[src/rtl/cross_term_accumulator.sv]
// Pairs signed ALU products into cross terms (P_a - P_b). SIGN mode returns one cross term;
// AREA mode accumulates N_TERMS of them and returns |sum|>>1 with sign/zero flags.
module cross_term_accumulator #(
  parameter  int DATA_WIDTH = 64,
  parameter  int N_TERMS    = 6,
  localparam int PROD_W     = 2 * DATA_WIDTH,
  localparam int ACC_W      = PROD_W + 4
) (
  input  logic                     clk,
  input  logic                     reset,
  input  logic                     start,
  input  logic                     mode,
  input  logic                     prod_valid,
  input  logic signed [PROD_W-1:0] prod_in,
  output logic                     prod_ready,
  output logic                     out_valid,
  input  logic                     out_ready,
  output logic        [ACC_W-1:0]  result,
  output logic                     neg,
  output logic                     zero,
  output logic                     busy
);

  typedef enum logic [2:0] {
    S_IDLE,
    S_FIRST,
    S_SECOND,
    S_FINISH,
    S_DONE
  } state_t;

  localparam logic [3:0] LAST_CNT = 4'(N_TERMS - 1);

  state_t                    r_state;
  state_t                    w_next;
  logic                      r_mode;
  logic signed [PROD_W-1:0]  r_pa;
  logic signed [ACC_W-1:0]   r_acc;
  logic        [3:0]         r_cnt;
  logic        [ACC_W-1:0]   r_result;
  logic                      r_neg;
  logic                      r_zero;
  logic                      w_xfer;
  logic signed [ACC_W-1:0]   w_cross;

  // Difference is formed one bit wider than the products so it can never overflow.
  function automatic logic signed [ACC_W-1:0] f_cross(input logic signed [PROD_W-1:0] a,
                                                      input logic signed [PROD_W-1:0] b);
    logic [PROD_W:0] d;
    d = {a[PROD_W-1], a} - {b[PROD_W-1], b};
    return {{(ACC_W - PROD_W - 1){d[PROD_W]}}, d};
  endfunction

  function automatic logic [ACC_W-1:0] f_abs_half(input logic signed [ACC_W-1:0] v);
    logic [ACC_W-1:0] m;
    m = v[ACC_W-1] ? -v : v;
    return m >> 1;
  endfunction

  assign prod_ready = (r_state == S_FIRST) || (r_state == S_SECOND);
  assign out_valid  = (r_state == S_DONE);
  assign busy       = (r_state != S_IDLE);
  assign result     = r_result;
  assign neg        = r_neg;
  assign zero       = r_zero;
  assign w_xfer     = prod_valid && prod_ready;
  assign w_cross    = f_cross(r_pa, prod_in);

  always_ff @(posedge clk or posedge reset) begin
    if (reset) r_state <= S_IDLE;
    else       r_state <= w_next;
  end

  always_comb begin
    w_next = r_state;
    case (r_state)
      S_IDLE:   if (start) w_next = S_FIRST;
      S_FIRST:  if (w_xfer) w_next = S_SECOND;
      S_SECOND: begin
        if (w_xfer) begin
          if (!r_mode)                w_next = S_DONE;
          else if (r_cnt == LAST_CNT) w_next = S_FINISH;
          else                        w_next = S_FIRST;
        end
      end
      S_FINISH: w_next = S_DONE;
      S_DONE:   if (out_ready) w_next = S_IDLE;
      default:  w_next = S_IDLE;
    endcase
  end

  always_ff @(posedge clk or posedge reset) begin
    if (reset) begin
      r_mode   <= 1'b0;
      r_pa     <= '0;
      r_acc    <= '0;
      r_cnt    <= '0;
      r_result <= '0;
      r_neg    <= 1'b0;
      r_zero   <= 1'b0;
    end else begin
      case (r_state)
        S_IDLE: begin
          if (start) begin
            r_mode <= mode;
            r_acc  <= '0;
            r_cnt  <= '0;
          end
        end
        S_FIRST: if (w_xfer) r_pa <= prod_in;
        S_SECOND: begin
          if (w_xfer) begin
            if (!r_mode) begin
              r_result <= w_cross;
              r_neg    <= w_cross[ACC_W-1];
              r_zero   <= (w_cross == '0);
            end else begin
              r_acc <= r_acc + w_cross;
              r_cnt <= r_cnt + 4'd1;
            end
          end
        end
        // Flags come from the signed sum; the result itself is the halved magnitude.
        S_FINISH: begin
          r_neg    <= r_acc[ACC_W-1];
          r_zero   <= (r_acc == '0);
          r_result <= f_abs_half(r_acc);
        end
        default: ;
      endcase
    end
  end

endmodule
[config.mk]
export PLATFORM = sky130hd
export DESIGN_NAME = cross_term_accumulator
export DESIGN_NICKNAME = d
export VERILOG_FILES = /design/src/rtl/cross_term_accumulator.sv
export SDC_FILE = /design/constraint.sdc
export NUM_CORES = 2
export LEC_CHECK = 0
export ABC_CLOCK_PERIOD_IN_PS = 25900
export CELL_PAD_IN_SITES_DETAIL_PLACEMENT = 1
export CELL_PAD_IN_SITES_GLOBAL_PLACEMENT = 2
export CORE_UTILIZATION = 39
export DETAILED_ROUTE_END_ITERATION = 7
export GPL_ROUTABILITY_DRIVEN = 0
export GPL_TIMING_DRIVEN = 0
export PLACE_DENSITY = 0.95
export REMOVE_ABC_BUFFERS = 1
export SYNTH_ARGS = -nofsm -noshare
export SYNTH_HDL_FRONTEND = slang
export SYNTH_SLANG_ARGS = --single-unit
[constraint.sdc]
create_clock -name clk -period 25.9 [get_ports clk]
set_input_delay 6.475 -clock clk [delete_from_list [all_inputs] [get_ports clk]]
set_output_delay 6.475 -clock clk [all_outputs]
set_load 0.02 [all_outputs]
Word-level counts from Yosys, hierarchy flattened
Index checks and enable logic that the tools add are counted.
{"block": "classes", "eq_ne": 11, "mux": 25, "n_reduce_logical": 13, "add_sub_neg": 4}
{"cell": "$mux W132", "n": 6}
{"cell": "$pmux W132 S2", "n": 2}
{"cell": "$logic_not A132 Y1", "n": 2}
{"cell": "$add A132 B129 Y132", "n": 1}
{"cell": "$neg A132 Y132", "n": 1}
{"cell": "$sub A128 B128 Y129", "n": 1}
{"cell": "$mux W3", "n": 5}
{"cell": "$pmux W3 S5", "n": 1}
{"cell": "$mux W4", "n": 3}
{"cell": "$ne A2 B2 Y1 const B", "n": 5}
{"cell": "$pmux W4 S2", "n": 1}
{"cell": "$reduce_and A4 Y1", "n": 2}
{"cell": "$eq A3 B2 Y1 const B", "n": 2}
{"cell": "$add A4 B1 Y4 const B", "n": 1}
{"cell": "$eq A4 B3 Y1 const B", "n": 1}
{"cell": "$mux W1", "n": 4}
{"cell": "$pmux W1 S2", "n": 2}
{"cell": "$reduce_and A2 Y1", "n": 2}
{"cell": "$reduce_bool A2 Y1", "n": 2}
{"cell": "$eq A3 B1 Y1 const B", "n": 1}
{"cell": "$eq A3 B3 Y1 const B", "n": 1}
{"cell": "$logic_not A3 Y1", "n": 1}
{"cell": "$reduce_and A3 Y1", "n": 1}
{"cell": "$reduce_bool A3 Y1", "n": 1}
{"cell": "4 further kinds", "n": 4}
{"block": "word_totals", "ff_bits": 402, "word_cells": 61, "out_inout_bits": 137, "input_bits": 134}

Depth between registers and ports, before layout
{"block": "depth", "depth_word": 5, "mapped_depth": 29, "depth_no_buf": 29}

Worst setup path before layout
OpenSTA, ideal clock, no wires.
{"block": "synth_timing", "path_kind": "input to register", "from": "input port prod_in[22]", "to": "register r_acc[116]", "n_path_buf": 2, "stages": 26, "required_ps": 25767, "arrival_ps": 12400, "setup_time_ps": 133, "path_slack_ps": 13367, "cell_sequence": "inv_1 -> ha_1 -> clkbuf_1 -> nand4_1 -> nor4_1 -> o211ai_1 -> a21o_1 -> a21o_1 -> a21oi_1 -> and4b_1 -> ha_1 -> clkbuf_1 -> nand2_1 -> or3b_2 -> nor3_1 -> a221o_1 -> o31a_1 -> nor3b_1 -> or3b_2 -> o41ai_1 -> a21oi_1 -> o21ai_0 -> nand4_1 -> o31ai_1 -> xnor2_1 -> o21ai_0"}
{"block": "synth_between", "elab_chain_cells": 5}
{"item": "start: declaration", "line": "14", "source": "input logic signed [PROD_W-1:0] prod_in,"}
{"item": "$sub A128 B128 Y129", "line": "50", "source": "d = {a[PROD_W-1], a} - {b[PROD_W-1], b};"}
{"item": "$add A132 B129 Y132", "line": "118", "source": "r_acc <= r_acc + w_cross;"}
{"item": "$mux W132", "line": "113", "source": "if (!r_mode) begin"}
{"item": "$mux W132", "line": "112", "source": "if (w_xfer) begin"}
{"item": "$pmux W132 S2", "line": "102", "source": "case (r_state)"}
{"item": "end signal: assignment", "line": "118"}
{"item": "end: declaration", "line": "38", "source": "logic signed [ACC_W-1:0] r_acc;"}
No other way between the ends. The select of a mux whose other input is x is not followed.
A chain may end at the register's enable or synchronous reset.

Worst setup path in the final report
{"block": "layout_timing", "from": "input port prod_in[0]", "to": "register r_acc[116]"}
Same word-level chain as after synthesis.

==> flow_summary.ini <==
[yosys]
synth_seq_cells = 402
muxShareOfSynthArea_pct = 4.145
yosys.area_share.simple_pct = 18.78
yosysTopAreaCell = dfrtp_1
synthFlopType = dfrtp_1
synth-edff-count = 0
yosysSeqAreaShare_pct = 27.75
synth_top_family_by_area = compound AO/OA/AOI/OAI gates
synth_warnings = 0
synth-compound-area-share_pct = 26.38
netlist_area_mm2 = 0.03626
synth-xor-area-share_pct = 8.600
avgSynthCellArea_um2 = 7.910
synth_top_area_share_pct = 27.75
synth_fa_ha_area_share_pct = 9.186
yosys.cell_types.count = 91
synth-async-reset-ratio_pct = 100.0
netlist_instances = 4584
synth_area_leaders = dfrtp_1 28%, ha_1 9.1%, a21oi_1 5.9%

[cells_and_area]
drive_above_1_share_pct = 6.722
post-route-util_pct = 45.54
n_fill_cell = 11130
synthToLayoutAreaGrowth_pct = 15.47
nNetsFinal = 5073
final_cell_mix = 479 x nand2_1, 428 x a21oi_1, 408 x o21ai_0
final_common_cell = nand2_1

[clocking]
cts_root_buf = clkbuf_16
cts_buffer_depth = 3
cts_tree = done
postCtsSetupBuffers = 0
clock_latency_ps = 640
h-tree-depth = 2
cts_buffers = 51
cts_sinks = 402
hold_buffers = 0
clkTransAtPathRegs_ps = 60
cts_resized = 0

[routing]
via_per_inst = 6.231
antenna_left = 0
post_drt_wl_per_cell_um = 24.60
vias = 37140
drc = 0
routed_wl_um = 146600
drt_iter0_drc = 2967
firstDrtPassIters = 6

[global_routing]
grt_pass1_wl_um = 224400
grt_usage_pct = 30.44
grt_pass1_vias = 37440
gr-total-overflow = 0
antenna_found_initial = 4
grt_max_degree = 113

[worst_setup_path]
cp.required_ps = 26390
crit_path_start_kind = input port
cpMaxStageDelayCell = xnor2_1
max_stage_delay_ps = 1120
path_class = input port to flop
endpoint_kind = flop
cp_common_cell = a21oi_1
crit_arrival_ps = 16470
critPathMaxFanout = 5

[placement]
place_ws_ps = 10010
dp_hpwl_um = 115300
io_buffer_count = 270

[floorplanning]
dieWidth_um = 306.9
chipHeight_um = 306.9
dieArea_mm2 = 0.09419
ios = 271
core_area_mm2 = 0.09194
rows = 111
start_util_pct = 39.44

[timing]
worst_slew_pin_slew_ps = 1452
grt_setup_unrepaired = no
min_period_over_period_pct = 61.71
fmax_mhz = 62.57
slew_headroom_pct = 2.482
finalHoldViolCount = 0
fin_skew_ps = 25.51
finalMaxSlewViolations = 0
tns_ps = 0
fin_ws_ps = 9917
setup_viol = 0
period_needed_ps = 15980

[run_status]
status = finished clean

[min_path]
hold_class = flop to flop

[job]
maxCapViolations = 0
==> final timing paths <==
check / startpoint / endpoint / slack [ps] / depth (start not counted)
setup / recovery: prod_in[0] / r_acc[116]$_DFFE_PP0P_ / 9920 / 29
hold / removal: result[110]$_DFFE_PP0P_ / result[110]$_DFFE_PP0P_ / 480 / 2
setup reg to reg: r_pa[0]$_DFFE_PP0P_ / r_acc[116]$_DFFE_PP0P_ / 15830 / 29
hold reg to reg: result[110]$_DFFE_PP0P_ / result[110]$_DFFE_PP0P_ / 480 / 2
max in group asynchronous: reset / r_pa[98]$_DFFE_PP0P_ / 17970 / 4
min in group asynchronous: reset / r_pa[1]$_DFFE_PP0P_ / 6320 / 2
==> routing by layer <==
metal	GRT usage (%)	routed length [µm]	up-vias
li1	-	-	16980
met1	41.70	64890	18610
met2	47.87	65930	1290
met3	5.706	10720	262
met4	10.33	5065	0
met5	0	0	-
==> state kept, by name, summed over array words and instances (netlist names) <==
register	flops
neg	1
zero	1
result	132
r_pa	128
r_acc	132
r_state	3
r_mode	1
r_cnt	4
==> cell usage after synthesis, drive strengths merged (10+ instances only) <==
cell type,number
nand3,71
inv,214
and2,22
nor2b,27
a21o,146
and3,22
o21bai,54
clkbuf,258
o211ai,25
o22ai,111
a41oi,11
o21ai,411
mux2,129
a211oi,42
nand2b,32
a21oi,428
a221o,10
a21boi,16
and4,28
nand2,481
xnor2,163
or4,27
nor2,321
a211o,12
nor3,79
a31oi,42
nand4b,12
buf,11
or2,23
o21a,37
o41ai,22
nor4,52
nand4,127
xor2,193
dfrtp,402
a22o,15
or3,43
ha,263
o31ai,60
a221oi,13
==> kinds of logic (layout without fill, tap and decap cells) <==
| kind of cell | count (synthesis) | count (layout) |
|---|---|---|
| xor gates and xnor gates | 356 | 356 |
| other | 0 | 1 |
| adders and majority gates | 265 | 265 |
| muxes | 134 | 134 |
| DFF | 402 | 402 |
| buffers and inverters | 483 | 615 |
| AOI/OAI and AO/OA | 1543 | 1543 |
| and+or+nand+nor | 1401 | 1401 |
==> metrics by stage <==
| step | hold slack, ps | instances | instance area [µm²] |
|---|---|---|---|
| final | 480.7 | 5960 | 41870 |
| after detailed placement | 473.6 | 5863 | 40080 |
| after global placement | 463.9 | 5828 | 39450 |
| after global routing | 503.6 | 5959 | 41860 |
| after CTS | 486.7 | 5958 | 41860 |
| after floorplan | 481.9 | 4315 | 35190 |
==> layout make-up <==
type                    count  area (µm²)  share of cell area, %
clock inverters            23       294.0                 0.7023
repair buffers            306        3257                  7.779
flip-flops and latches    402       10060                  24.04
clock buffers              72        1486                  3.550
multi-input cells        3699       24400                  58.27
well taps                1243        1555                  3.715
inverters                 214       810.8                  1.937
diodes                      1       2.502               0.005977
==> critical path: cells and delay by family <==
family	cells	cell delay, ps
AO/OA/AOI/OAI	13	4980
AND/OR/NAND/NOR	8	2040
XOR/XNOR	2	1270
adder cells (fa/ha/maj)	3	980
buffers and inverters	3	680
Power is left out: the tool's default activity adds up to more than one toggle a clock period on the data nets, which glitch-free logic cannot reach.
